--- src/rtl/pred_ctx_pkg.sv ---
`default_nettype none
// ============================================================================
// Module   : pred_ctx_pkg
// Purpose  : Context word layout, NOP word and FSM encoding for the
//            predicate context sequencer.
// Revision : 1.0
// ============================================================================
package pred_ctx_pkg;

    localparam int CTX_W     = 48;

    localparam int P_LAST    = 47;
    localparam int P_WB      = 46;
    localparam int P_PE2FU   = 42;
    localparam int P_IN      = 33;
    localparam int P_OUT     = 24;
    localparam int P_PUT_IN  = 18;
    localparam int P_PUT_OUT = 12;
    localparam int P_PRED    = 6;
    localparam int P_SEND    = 0;

    localparam logic [CTX_W-1:0] CTX_NOP = '0;

    typedef enum logic [1:0] {
        ST_IDLE = 2'd0,
        ST_RUN  = 2'd1,
        ST_FIN  = 2'd2
    } state_t;

endpackage
`default_nettype wire

--- src/rtl/pred_ctx_sequencer.sv ---
`default_nettype none
// ============================================================================
// Module   : pred_ctx_sequencer
// Purpose  : Steps a small context memory and drives the pred_reg2 controls,
//            one context word per cycle, with looping, stall and done.
// Revision : 1.0
// ============================================================================
module pred_ctx_sequencer
    import pred_ctx_pkg::*;
#(
    parameter int CTX_DEPTH = 16,
    parameter int CTX_AW    = 4,
    parameter int PRED_AW   = 6
) (
    input  logic               CLK,
    input  logic               RST_N,
    input  logic               cfg_we,
    input  logic [CTX_AW-1:0]  cfg_addr,
    input  logic [CTX_W-1:0]   cfg_data,
    output logic               cfg_err,
    input  logic               start,
    input  logic [7:0]         loop_cnt,
    input  logic               stall,
    output logic               busy,
    output logic               done,
    output logic [CTX_AW-1:0]  ctx_ptr,
    output logic               write_back_p,
    output logic [8:0]         control_in_p,
    output logic [8:0]         control_out_p,
    output logic [PRED_AW-1:0] control_put_in_p,
    output logic [PRED_AW-1:0] control_put_out_p,
    output logic [PRED_AW-1:0] control_pred,
    output logic [PRED_AW-1:0] control_send_p,
    output logic [3:0]         control_pe2fu_p
);

    localparam logic [CTX_AW-1:0] LAST_IDX = CTX_AW'(CTX_DEPTH - 1);

    logic [CTX_W-1:0]  mem [CTX_DEPTH];

    state_t            state,   state_n;
    logic [CTX_AW-1:0] ptr,     ptr_n;
    logic [7:0]        iter,    iter_n;
    logic [CTX_W-2:0]  ctl,     ctl_n;
    logic [CTX_AW-1:0] cur,     cur_n;
    logic              done_q,  done_n;
    logic              err_q,   err_n;
    logic [CTX_W-1:0]  word;

    assign busy = (state == ST_RUN);
    assign word = mem[ptr];

    // Memory is deliberately not reset; the host reloads it as needed.
    always_ff @(posedge CLK) begin
        if (cfg_we && !busy) begin
            mem[cfg_addr] <= cfg_data;
        end
    end

    always_ff @(posedge CLK) begin
        if (!RST_N) begin
            state  <= ST_IDLE;
            ptr    <= '0;
            iter   <= '0;
            ctl    <= CTX_NOP[CTX_W-2:0];
            cur    <= '0;
            done_q <= 1'b0;
            err_q  <= 1'b0;
        end else begin
            state  <= state_n;
            ptr    <= ptr_n;
            iter   <= iter_n;
            ctl    <= ctl_n;
            cur    <= cur_n;
            done_q <= done_n;
            err_q  <= err_n;
        end
    end

    always_comb begin
        state_n = state;
        ptr_n   = ptr;
        iter_n  = iter;
        ctl_n   = CTX_NOP[CTX_W-2:0];
        cur_n   = cur;
        done_n  = 1'b0;
        err_n   = cfg_we && busy;
        case (state)
            ST_IDLE: begin
                if (start) begin
                    iter_n  = loop_cnt;
                    ptr_n   = '0;
                    state_n = ST_RUN;
                end
            end
            ST_RUN: begin
                // A stalled cycle issues NOP and leaves the pointer parked.
                if (!stall) begin
                    ctl_n = word[CTX_W-2:0];
                    cur_n = ptr;
                    if (word[P_LAST] || (ptr == LAST_IDX)) begin
                        if (iter != 8'd0) begin
                            iter_n = iter - 8'd1;
                            ptr_n  = '0;
                        end else begin
                            state_n = ST_FIN;
                        end
                    end else begin
                        ptr_n = ptr + CTX_AW'(1);
                    end
                end
            end
            ST_FIN: begin
                done_n  = 1'b1;
                state_n = ST_IDLE;
            end
            default: begin
                state_n = ST_IDLE;
            end
        endcase
    end

    assign done              = done_q;
    assign cfg_err           = err_q;
    assign ctx_ptr           = cur;
    assign write_back_p      = ctl[P_WB];
    assign control_pe2fu_p   = ctl[P_PE2FU +: 4];
    assign control_in_p      = ctl[P_IN +: 9];
    assign control_out_p     = ctl[P_OUT +: 9];
    assign control_put_in_p  = PRED_AW'(ctl[P_PUT_IN +: 6]);
    assign control_put_out_p = PRED_AW'(ctl[P_PUT_OUT +: 6]);
    assign control_pred      = PRED_AW'(ctl[P_PRED +: 6]);
    assign control_send_p    = PRED_AW'(ctl[P_SEND +: 6]);

endmodule
`default_nettype wire
--- config.mk ---
export PLATFORM = sky130hd
export DESIGN_NAME = pred_ctx_sequencer
export DESIGN_NICKNAME = d
export VERILOG_FILES = /design/src/rtl/pred_ctx_pkg.sv /design/src/rtl/pred_ctx_sequencer.sv
export SDC_FILE = /design/constraint.sdc
export NUM_CORES = 1
export LEC_CHECK = 0
export CORE_ASPECT_RATIO = 1.1
export CORE_UTILIZATION = 50
export CTS_BUF_LIST = sky130_fd_sc_hd__clkbuf_4 sky130_fd_sc_hd__clkbuf_8
export DETAILED_ROUTE_END_ITERATION = 12
export PLACE_DENSITY = 0.71
export SLEW_MARGIN = 20
export SYNTH_ARGS = -nofsm -noshare
export SYNTH_HDL_FRONTEND = slang
export SYNTH_SLANG_ARGS = --single-unit
--- constraint.sdc ---
create_clock -name CLK -period 15.3 [get_ports CLK]
set_input_delay 1.53 -clock CLK [delete_from_list [all_inputs] [get_ports CLK]]
set_output_delay 1.53 -clock CLK [all_outputs]
set_load 0.01 [all_outputs]
* Word-level counts from Yosys, hierarchy flattened
Memories as Yosys holds them, arrays and structs flattened. A register that Yosys moved wholly into a read port is not among the register bits. Cells that the tools add are included.
Word-level totals: RAM bits 768, memories kept 1, input bits 65, output and inout port bits 54, flip-flop bits (word level) 67, word-level logic and storage cells 54
Memory list:
- mem | words 16, bits a word 48, rd ports 1, clocked after Yosys merged registers in 1, write ports 1, line pred_ctx_sequencer.sv:39 | logic [CTX_W-1:0] mem [CTX_DEPTH];
Operators by class: add/subtract/negate cells 2, equal/unequal tests 9, bitwise gates (word level) 3, mux-type cells 20, reduce and logical (&&, ||, !) cells 12
Operators by type and width (count):
- $mux W8 | 4
- $mux W4 | 6
- $pmux W8 S2 | 1
- $mux W2 | 4
- $pmux W4 S2 | 1
- $reduce_and A4 Y1 | 2
- $reduce_bool A8 Y1 | 1
- $sub A8 B1 Y8 const B | 1
- $ne A2 B2 Y1 const B | 3
- $reduce_and A5 Y1 | 1
- $add A4 B1 Y4 const B | 1
- $eq A4 B4 Y1 const B | 1
- $ne A2 B1 Y1 const B | 2
- $pmux W2 S2 | 1
- $mux W1 | 3
- $ne A3 B2 Y1 const B | 1
- $not A1 Y1 | 3
- $reduce_or A3 Y1 | 1
- $eq A2 B1 Y1 const B | 1
- $eq A2 B2 Y1 const B | 1
- $logic_and A1 B1 Y1 | 2
- $logic_not A2 Y1 | 1
- $reduce_and A2 Y1 | 1
- $reduce_bool A2 Y1 | 1
- other kinds (2) | 2

* Longest topological paths before layout
Gate-level depths: netlist of the first run.
depth in word-level cells 7, depth in mapped cells 9, mapped depth without buffers 7

* Least setup slack after synthesis of the first run
OpenSTA, ideal clock, no wires.
path type input to register, start input port cfg_addr[1], end memory mem[0][0], enable pin, arrival 5.243 ns, stages on the path 2, path slack 9.543 ns, buffers on the path 0, library setup time 0.513 ns, path through or3_1 > nor3_1
RTL lines:
- start: declaration | line pred_ctx_sequencer.sv:18 | input logic [CTX_AW-1:0] cfg_addr,
- end: declaration | line pred_ctx_sequencer.sv:39
No word-level cell before the write port.

* Worst setup path in the final report of the first run
start register state[1], end output port busy
On the way: cells in the longest elaborated chain, start to end 1
Ends and longest elaborated chain:
- start: declaration | line pred_ctx_sequencer.sv:41 | state_t state, state_n;
- start signal: assignment | line pred_ctx_sequencer.sv:70 | state <= state_n;
- $eq A2 B1 Y1 | line pred_ctx_sequencer.sv:50 | assign busy = (state == ST_RUN);
- end: declaration | line pred_ctx_sequencer.sv:24 | output logic busy,
No other way between the ends.

==> results.tsv, run 1 <==
stage	metric	value	unit
status	status	finished clean	
critical_path	crit path DAT	2.69	ns
die	Die Y	266	um
critical_path	Worst path top cell family by delay	buffers and inverters	
power_and_ir_drop	Sequential Power Share	0.578	
place	gpl congestion	0.759	
drt	initial drt markers	1231	
final_layout	Non-Filler Instances	2570	
power_and_ir_drop	clock power share	0.384	
clock_tree	CTS Hold Buffers Added	0	
critical_path	Critical Path End Type	primary output	
critical_path	crit path kind	reg2out	
global_routing	pin count of the biggest net entering global routing	139	
sta	RSZ-0062 raised after global routing	false	
clock_tree	Clock transition at path regs	0.06	ns
critical_path	CP max FO	26	
synth	Unique masters post-synth	47	
synth	Post-synth EDFFs	768	
run	Max-cap violations	0	
critical_path	Crit path required time	13.77	ns
synth	Ys Warns	0	
die	row cnt	96	
sta	pins over their slew limit	0	
power_and_ir_drop	switching portion of total power	0.208	
global_routing	Global Route Usage Sum	0.197	
final_layout	most frequent cells in the layout	768 x edfxtp_1, 189 x mux4_2, 126 x clkbuf_8	
sta	measured slew at the worst slew-check pin	1.10	ns
drt	drt pass-1 iters	5	
clock_tree	Skew-Pair Late Insertion Delay	0.73	ns
sta	Setup-failing EPs final	0	
drt	via count	14826	
die	Initial Util	0.506	
power_and_ir_drop	Sw Pwr	0.912	mW
global_routing	vias in the first global route	15620	
sta	setup_tns	0	ns
power_and_ir_drop	internal power	3.48	mW
clock_tree	Max clock buf depth	3	
die	Core Box Area	62500	um^2
drt	total routed wirelength	61.7	mm
drt	Vias/cell	5.77	
place	post-detail-place hpwl	31.3	mm
sta	clock skew	0.0314	ns
clock_tree	clk root buf	clkbuf_8	
global_routing	Remaining Overflow, GRT	0	
critical_path	Crit-path slowest cell	nand2b_1	
sta	Min Clock Period, post-route	4.22	ns
place	# port buffers	118	
sta	period utilisation layout	0.276	
place	Place WS	10.83	ns
synth	syn nets	1520	
global_routing	initial antenna violation count	3	
clock_tree	CTS tree	built	
final_layout	fin nets	1703	
drt	# DRC	0	
clock_tree	# H-tree levels	3	
synth	Mapped Cells	1452	
drt	drt wl/cell	24.0	um
final_layout	Area Growth Syn to Fin	14.2	%
clock_tree	post-CTS sizing	0	
final_layout	commonest non-fill, non-tap cell in the layout	edfxtp_1	
synth	asr flop ratio synth	0	
place	Cells after DPL	2346	
synth	Avg Cell Area, Syn	21.8	um^2
power_and_ir_drop	LEAKAGE	10.9	nW
worst_hold_path	hold crit path type	reg2reg	
critical_path	CP Launch Type	flip-flop	
power_and_ir_drop	peak supply drop	0.0613	mV
critical_path	max incr delay on CP	0.77	ns
synth	Post-Synthesis Cell Area	31600	um^2
synth	#FFs+latches synth	839	
sta	relative max-transition margin	0.264	
sta	Final WS setup	11.08	ns
die	die area	64200	um^2
sta	Peak Freq	237	MHz
die	die span in x	242	um
final_layout	final core utilization	0.577	
global_routing	first-pass GRT wire length	94.5	mm
power_and_ir_drop	PwrDens	122	nW/um^2
synth	Most used DFF post-synth	edfxtp_1	
final_layout	ANT cells	0	
synth	sequential fraction of the synthesis area	0.775	
critical_path	Crit path buffers/inverters	2	
critical_path	Cell Chain, Critical Path	nand2b_1 > inv_2 > clkdlybuf4s50_1	
clock_tree	cts bufs inserted	120	
drt	post-route ant nets	0	
clock_tree	postcts setup bufs	0	
die	I/O pin count	119	
sta	final hold violation count	0	
final_layout	ratio of cells with drive above 1 in the final layout	0.245	
power_and_ir_drop	logic gate share of total power	0.037	
clock_tree	Sink Count	839	
[layer usage]
metal / global-route usage / routed length, um / share of wire / vias to the layer above
met1: 0.272 / 26500 / 0.43 / 7795
li1: - / - / - / 6475
met4: 0.0650 / 1160 / 0.019 / 6
met5: 0 / 37 / 0.00060 / -
met3: 0.0342 / 3540 / 0.057 / 90
met2: 0.320 / 30400 / 0.49 / 460
[cell usage after synthesis (all sizes together) (2+ instances only)]
cell type	instances	area share
nand2	28	0.0033
buf	45	0.0088
and2	2	0.00040
nor3	10	0.0017
inv	5	0.00059
a211oi	95	0.023
a41o	3	0.00095
nor4	2	0.00059
nor2	26	0.0031
dfxtp	71	0.045
a21oi	8	0.0016
and3	3	0.00059
nand4	4	0.00079
edfxtp	768	0.73
clkbuf	37	0.0044
mux2i	57	0.018
ha	3	0.0012
nand3	5	0.00079
nor2b	49	0.0097
o21ai	13	0.0021
a32o	7	0.0022
mux2	2	0.00071
nand2b	6	0.0012
mux4	189	0.13
[worst reg2reg max path, delay by kind of cell, from the launching register on]
| family | cells | cell delay (ns) |
|---|---|---|
| flip-flops | 1 | 0.41 |
| buffers and inverters | 1 | 0.58 |
| AND/OR/NAND/NOR | 3 | 2.08 |
[per-stage QoR]
stage	hold WS (ns)	power, mW	area (um^2)
after detailed placement	0.485	2.76	33700
after floorplan	0.462	2.68	31600
final	0.511	4.40	36100
after global placement	0.491	2.75	33700
after global routing	0.535	4.54	36100
after CTS	0.513	4.43	36100
[area by class of cell]
type	instances	area, um^2
multi-input cells	526	6780
flip-flops and latches	839	24500
fillers	4590	26400
repair buffers	143	1390
inverters	5	18.8
clock inverters	60	305
clock buffers	164	2020
well taps	833	1040
[power groups by stage]
stage	registers [mW]	clock network [mW]	logic [mW]
after floorplan	2.59	0	0.0893
after global placement	2.59	0	0.159
after detailed placement	2.59	0	0.165
after CTS	2.54	1.73	0.166
after global routing	2.54	1.82	0.178
final	2.54	1.69	0.164
[state kept, by name, indices dropped and copies added (netlist names), named ones only]
name and cells:
iter 8, mem 768, cfg_err 1, ptr 4, ctl 47, state 2
done 1, ctx_ptr 4
[path summary, 6_finish.rpt]
kind / startpoint / to / slack, ns / cells after the start
setup / recovery: state[1]$_SDFFE_PN0P_ / busy / 11.08 / 3
hold / removal: ctx_ptr[0]$_SDFFE_PN0P_ / ctx_ptr[0]$_SDFFE_PN0P_ / 0.51 / 2
setup reg to reg: state[1]$_SDFFE_PN0P_ / mem[11][42]$_DFFE_PP_ / 11.83 / 4
hold reg to reg: ctx_ptr[0]$_SDFFE_PN0P_ / ctx_ptr[0]$_SDFFE_PN0P_ / 0.51 / 2
[cell families (layout without fill, tap and decap cells)]
logic type / count (synthesis) / in the layout / share of synthesized area
multiplexers: 248 / 248 / 0.154
flip-flops: 839 / 839 / 0.775
XOR/XNOR: 1 / 1 / 0.000277
adder cells (fa/ha/maj): 3 / 3 / 0.00119
buffers and inverters: 87 / 372 / 0.0138
AND/OR/NAND/NOR: 139 / 139 / 0.0232
AO/OA/AOI/OAI: 135 / 135 / 0.0329
No activity file was read; power rests on OpenSTA's default activity.
==> inputs of run 2 (changes only) <==
Clock period 15.3 ns to 4.4 ns, I/O delays scaled along.
==> run 2 against run 1 <==
  * Non-clock buffer count is 6 higher
  * Largest power group unchanged
  * Register-to-register slack worse by 11 ns
  * Critical path depth is 1 higher
==> results.tsv, run 2 (synthesis gave the netlist of run 1 again) <==
stage	metric	value	unit	change
clock_tree	clk root buf	clkbuf_8		
clock_tree	cts bufs inserted	130		+8.3%
critical_path	worst reg2reg path depth	4		unchanged
die	row cnt	96		unchanged
drt	# DRC	0		unchanged
drt	post-route ant nets	0		unchanged
clock_tree	# H-tree levels	4		+1
drt	total routed wirelength	62.9	mm	+2.0%
drt	Vias/cell	5.76		-0.24%
sta	final hold violation count	0		unchanged
drt	drt pass-1 iters	5		unchanged
final_layout	max reg flops	768		unchanged
final_layout	design area	36600	um^2	+1.4%
final_layout	commonest non-fill, non-tap cell in the layout	edfxtp_1		
place	# port buffers	118		unchanged
critical_path	Crit-path slowest cell	nand2b_1		
power_and_ir_drop	Sw Pwr	3.33	mW	+270%
sta	Peak Freq	309	MHz	
worst_hold_path	hold crit path type	in2reg		
global_routing	pin count of the biggest net entering global routing	89		-36%
die	Die Y	266	um	unchanged
drt	drt wl/cell	24.3	um	+1.1%
global_routing	first-pass GRT wire length	95.1	mm	+0.58%
power_and_ir_drop	LEAKAGE	11.2	nW	+2.3%
clock_tree	Clock transition at path regs	0.07	ns	about the same
power_and_ir_drop	Sequential Power Share	0.552		-0.026
critical_path	CP Launch Type	flip-flop		
drt	initial drt markers	1127		-8.4%
critical_path	R2R Path Start	state[1]$_SDFFE_PN0P_		
die	Initial Util	0.506		unchanged
global_routing	initial antenna violation count	2		-1
final_layout	Area Growth Syn to Fin	15.8	%	
sta	setup_tns	0	ns	unchanged
final_layout	fin nets	1719		+0.94%
global_routing	vias in the first global route	15696		+0.49%
final_layout	Top reg by flops	mem		
critical_path	worst r2r dst	mem[15][32]$_DFFE_PP_		
final_layout	ratio of cells with drive above 1 in the final layout	0.266		+0.0214
final_layout	most frequent cells in the layout	768 x edfxtp_1, 189 x mux4_2, 143 x clkbuf_8		
die	I/O pin count	119		unchanged
place	Place WS	0.830	ns	-10.00 ns
die	die span in x	242	um	unchanged
worst_hold_path	Hold Crit Endpoint	iter[6]$_SDFFE_PN0P_		
power_and_ir_drop	logic gate share of total power	0.036		about the same
power_and_ir_drop	peak supply drop	0.262	mV	+330%
sta	hold_ws	0.339	ns	-0.172 ns
clock_tree	Sink Count	839		unchanged
sta	pins over their slew limit	0		unchanged
place	Cells after DPL	2352		+0.26%
final_layout	final core utilization	0.586		+0.00835
sta	Setup-failing EPs final	0		unchanged
clock_tree	post-CTS sizing	0		unchanged
sta	Final WS setup	1.16	ns	-9.92 ns
final_layout	Non-Filler Instances	2593		+0.89%
place	post-detail-place hpwl	32.6	mm	+4.4%
critical_path	Crit path buffers/inverters	1		-1
critical_path	r2r setup slk	1.16	ns	-10.67 ns
place	gpl congestion	0.751		-1.1%
global_routing	Global Route Usage Sum	0.200		+0.00312
run	Max-cap violations	0		unchanged
sta	measured slew at the worst slew-check pin	0.953	ns	-0.151 ns
clock_tree	postcts setup bufs	0		unchanged
critical_path	CP max FO	33		+27%
power_and_ir_drop	switching portion of total power	0.208		+0.000672
worst_hold_path	worst hold path depth	3		+1
place	placed inst area	33900	um^2	+0.50%
status	status	finished clean		
power_and_ir_drop	clock power share	0.411		+0.027
sta	relative max-transition margin	0.363		+0.0984
power_and_ir_drop	PwrDens	438	nW/um^2	+260%
power_and_ir_drop	internal power	12.7	mW	+260%
critical_path	max incr delay on CP	0.76	ns	about the same
sta	RSZ-0062 raised after global routing	false		
critical_path	Worst path top cell family by delay	simple AND/OR/NAND/NOR gates		
critical_path	Cell Chain, Critical Path	nand2b_1 > nand4_1 > nor2_4 > buf_12		
worst_hold_path	min-delay src	loop_cnt[6]		
power_and_ir_drop	Total Power	16.0	mW	+260%
sta	Min Clock Period, post-route	3.24	ns	
critical_path	crit path DAT	3.66	ns	+0.97 ns
global_routing	Remaining Overflow, GRT	0		unchanged
clock_tree	CTS Hold Buffers Added	0		unchanged
die	Core Box Area	62500	um^2	unchanged
critical_path	crit path kind	reg2reg		
drt	via count	14923		+0.65%
clock_tree	Max clock buf depth	3		unchanged
final_layout	Regs by FF count	mem (768), ctl (47), iter (8)		
critical_path	Critical Path End Type	flip-flop		
clock_tree	CTS tree	built		
critical_path	Crit path required time	4.82	ns	-8.95 ns
sta	clock skew	0.0375	ns	+0.00615 ns
sta	period utilisation layout	0.736		
clock_tree	Skew-Pair Late Insertion Delay	0.78	ns	+0.05 ns
die	die area	64200	um^2	unchanged
run 2: cell count changes in the layout (fill, tap and decap cells not counted), sizes merged:
cell,change
clkbuf,+25
bufinv,+2
inv,+5
diode,+1
clkinv,-18
buf,+6
clkinvlp,+2
run 2: worst max path at each step:
stage,start,endpoint,slack [ns],cells after the start
after CTS,state[1]$_SDFFE_PN0P_,mem[15][40]$_DFFE_PP_,1.15,4
after global placement,RST_N,ctl[33]$_SDFF_PP0_,1.04,6
after global routing,state[1]$_SDFFE_PN0P_,mem[15][40]$_DFFE_PP_,0.98,4
final,state[1]$_SDFFE_PN0P_,mem[15][32]$_DFFE_PP_,1.16,4
after floorplan,state[1]$_SDFFE_PN0P_,mem[7][0]$_DFFE_PP_,0.75,5
after detailed placement,RST_N,ctl[38]$_SDFF_PP0_,0.83,6
run 2: tightest hold or removal path, cell delays in order:
cell and delay [ns]:
clkdlybuf4s50_1 0.43, a2bb2oi_2 0.14, o21ai_1 0.06
run 2: metal layers:
layer,GRT usage,routed length (um),up-vias
met5,0,13,-
met3,0.0464,3620,89
met4,0.0626,980,2
met1,0.273,26900,7902
met2,0.322,31400,428
li1,-,-,6502
run 2: layout make-up:
cell class | instances | area (um^2)
Clock buffer | 189 | 2310
Timing Repair Buffer | 149 | 1540
Sequential cell | 839 | 24500
Inverter | 5 | 18.8
Antenna cell | 1 | 2.50
Multi-Input combinational cell | 526 | 6810
Clock inverter | 51 | 360
Tap cell | 833 | 1040
Fill cell | 4455 | 25900
run 2: power by group through the flow:
stage               Clock [mW]  Sequential (mW)  Combinational (mW)
floorplan                    0             9.00               0.311
global placement             0             9.00               0.568
detailed placement           0             9.01               0.586
CTS                       6.73             8.84               0.588
global route              7.05             8.84               0.631
finish                    6.59             8.84               0.582
==> inputs of run 3 (changes only) <==
Clock period 4.4 ns to 3.02 ns, I/O delays scaled along.
==> run 3 against run 2 <==
  * Sequential power is 46% higher
  * Global-route usage is 0.38 points lower
  * Routed wire length is 3.3% lower
  * Highest routed layer is now met4
  * Clock power is 44% higher
  * Cell count is 0.73% higher
  * Register-to-register slack worse by 0.65 ns
  * Hold slack worse by 0.16 ns
  * Total power is 45% higher
  * Critical path type is now reg2out
  * Non-clock buffer count is 20 higher
  * Largest power group unchanged
  * Setup slack worse by 0.71 ns
==> results.tsv, run 3 (synthesis gave the netlist of run 1 again) <==
stage	metric	value	unit	change
sta	period utilisation layout	0.852		
final_layout	area taken by multi-input logic gates	6810	um^2	unchanged
worst_hold_path	hold crit path type	in2reg		
clock_tree	clk root buf	clkbuf_8		
place	post-detail-place hpwl	33.5	mm	+2.6%
final_layout	final core utilization	0.590		+0.00455
place	gpl congestion	0.803		+7.0%
final_layout	Area Growth Syn to Fin	16.7	%	
sta	pins over their slew limit	0		unchanged
status	status	finished clean		
sta	relative max-transition margin	0.465		+0.102
critical_path	Crit path required time	2.72	ns	-2.10 ns
die	I/O pin count	119		unchanged
final_layout	Layout fillers	4504		+1.1%
drt	drt wl/cell	23.3	um	-4.0%
sta	Peak Freq	389	MHz	
final_layout	Regs by FF count	mem (768), ctl (47), iter (8)		
clock_tree	post-CTS sizing	0		unchanged
final_layout	design area	36900	um^2	+0.78%
global_routing	initial antenna violation count	1		-1
power_and_ir_drop	Total Power	23.2	mW	+45%
sta	RSZ-0062 raised after global routing	false		
drt	post-route ant nets	0		unchanged
die	Core Box Area	62500	um^2	unchanged
die	die area	64200	um^2	unchanged
global_routing	Remaining Overflow, GRT	0		unchanged
sta	final hold violation count	0		unchanged
run	Max-cap violations	0		unchanged
global_routing	pin count of the biggest net entering global routing	127		+43%
sta	clock skew	0.0289	ns	-0.00863 ns
die	Initial Util	0.506		unchanged
critical_path	Critical Path End Type	primary output		
drt	Vias/cell	5.73		-0.38%
final_layout	fin nets	1742		+1.3%
die	Die Y	266	um	unchanged
worst_hold_path	min-delay src	cfg_we		
place	Cells after DPL	2372		+0.85%
final_layout	max reg flops	768		unchanged
place	# port buffers	118		unchanged
clock_tree	Skew-Pair Late Insertion Delay	0.76	ns	-0.02 ns
final_layout	Non-Filler Instances	2612		+0.73%
clock_tree	# H-tree levels	4		unchanged
drt	drt pass-1 iters	5		unchanged
place	placed inst area	34200	um^2	+0.89%
final_layout	FF/Latch Area	24500	um^2	unchanged
drt	via count	14975		+0.35%
global_routing	Global Route Usage Sum	0.196		-0.00383
clock_tree	Max clock buf depth	3		unchanged
power_and_ir_drop	LEAKAGE	11.3	nW	+1.0%
sta	measured slew at the worst slew-check pin	0.803	ns	-0.150 ns
clock_tree	cts bufs inserted	133		+2.3%
drt	initial drt markers	1195		+6.0%
critical_path	crit path DAT	2.27	ns	-1.39 ns
drt	total routed wirelength	60.8	mm	-3.3%
power_and_ir_drop	peak supply drop	0.340	mV	+30%
drt	# DRC	0		unchanged
critical_path	CP Launch Type	flip-flop		
sta	Setup-failing EPs final	0		unchanged
global_routing	vias in the first global route	15800		+0.66%
sta	Min Clock Period, post-route	2.57	ns	
sta	hold_ws	0.182	ns	-0.157 ns
critical_path	CP max FO	24		-27%
final_layout	ratio of cells with drive above 1 in the final layout	0.271		+0.00503
final_layout	Top reg by flops	mem		
critical_path	CP Launch Point	state[1]$_SDFFE_PN0P_		
global_routing	first-pass GRT wire length	94.0	mm	-1.1%
clock_tree	postcts setup bufs	0		unchanged
final_layout	most frequent cells in the layout	768 x edfxtp_1, 189 x mux4_2, 147 x clkbuf_8		
final_layout	commonest non-fill, non-tap cell in the layout	edfxtp_1		
critical_path	crit path kind	reg2out		
power_and_ir_drop	PwrDens	631	nW/um^2	+44%
clock_tree	CTS tree	built		
clock_tree	Clock transition at path regs	0.06	ns	about the same
die	die span in x	242	um	unchanged
die	row cnt	96		unchanged
clock_tree	Sink Count	839		unchanged
clock_tree	CTS Hold Buffers Added	0		unchanged
-- run 3: final timing paths --
path                                   to  slack [ns]  cells past startpoint
hold / removal         cfg_err$_SDFF_PN0_        0.18                      2
setup / recovery                     busy        0.45                      4
hold reg to reg   ctx_ptr[3]$_SDFFE_PN0P_        0.49                      2
setup reg to reg                flip-flop        0.51                      6
-- run 3: where the power goes --
| group | internal (mW) | switching (mW) | total, mW |
|---|---|---|---|
| Clock | 5.25 | 4.25 | 9.50 |
| Combinational | 0.372 | 0.504 | 0.876 |
| Sequential | 12.8 | 0.0530 | 12.9 |
| Total | 18.4 | 4.81 | 23.2 |
-- run 3: stage by stage --
step,setup TNS (ns),setup slack [ns]
6_report,0,0.448
4_1_cts,0,0.389
5_1_grt,0,0.287
3_5_place_dp,0,0.466
3_3_place_gp,0,0.491
2_1_floorplan,-242.98,-0.630
-- run 3: critical path: stages (launching register included) --
cell             delay [ns]
dfxtp_1                0.41
nand2b_1               0.20
buf_4                  0.27
inv_2                  0.13
clkdlybuf4s50_1        0.50
-- run 3: cell type report --
type / instances / share of cell area
Clock inverter: 50 / 0.00865
Multi-Input combinational cell: 526 / 0.185
Sequential cell: 839 / 0.665
Timing Repair Buffer: 169 / 0.0499
Antenna cell: 1 / 0.0000679
Inverter: 5 / 0.000509
Tap cell: 833 / 0.0283
Clock buffer: 189 / 0.0634
-- run 3: metal layers --
layer  vias up  GRT usage  part of all wire
met5         -          0                 0
met4         0     0.0573             0.017
met3        88     0.0437             0.059
met2       488      0.320              0.50
met1      7845      0.266              0.42
li1       6554          -                 -
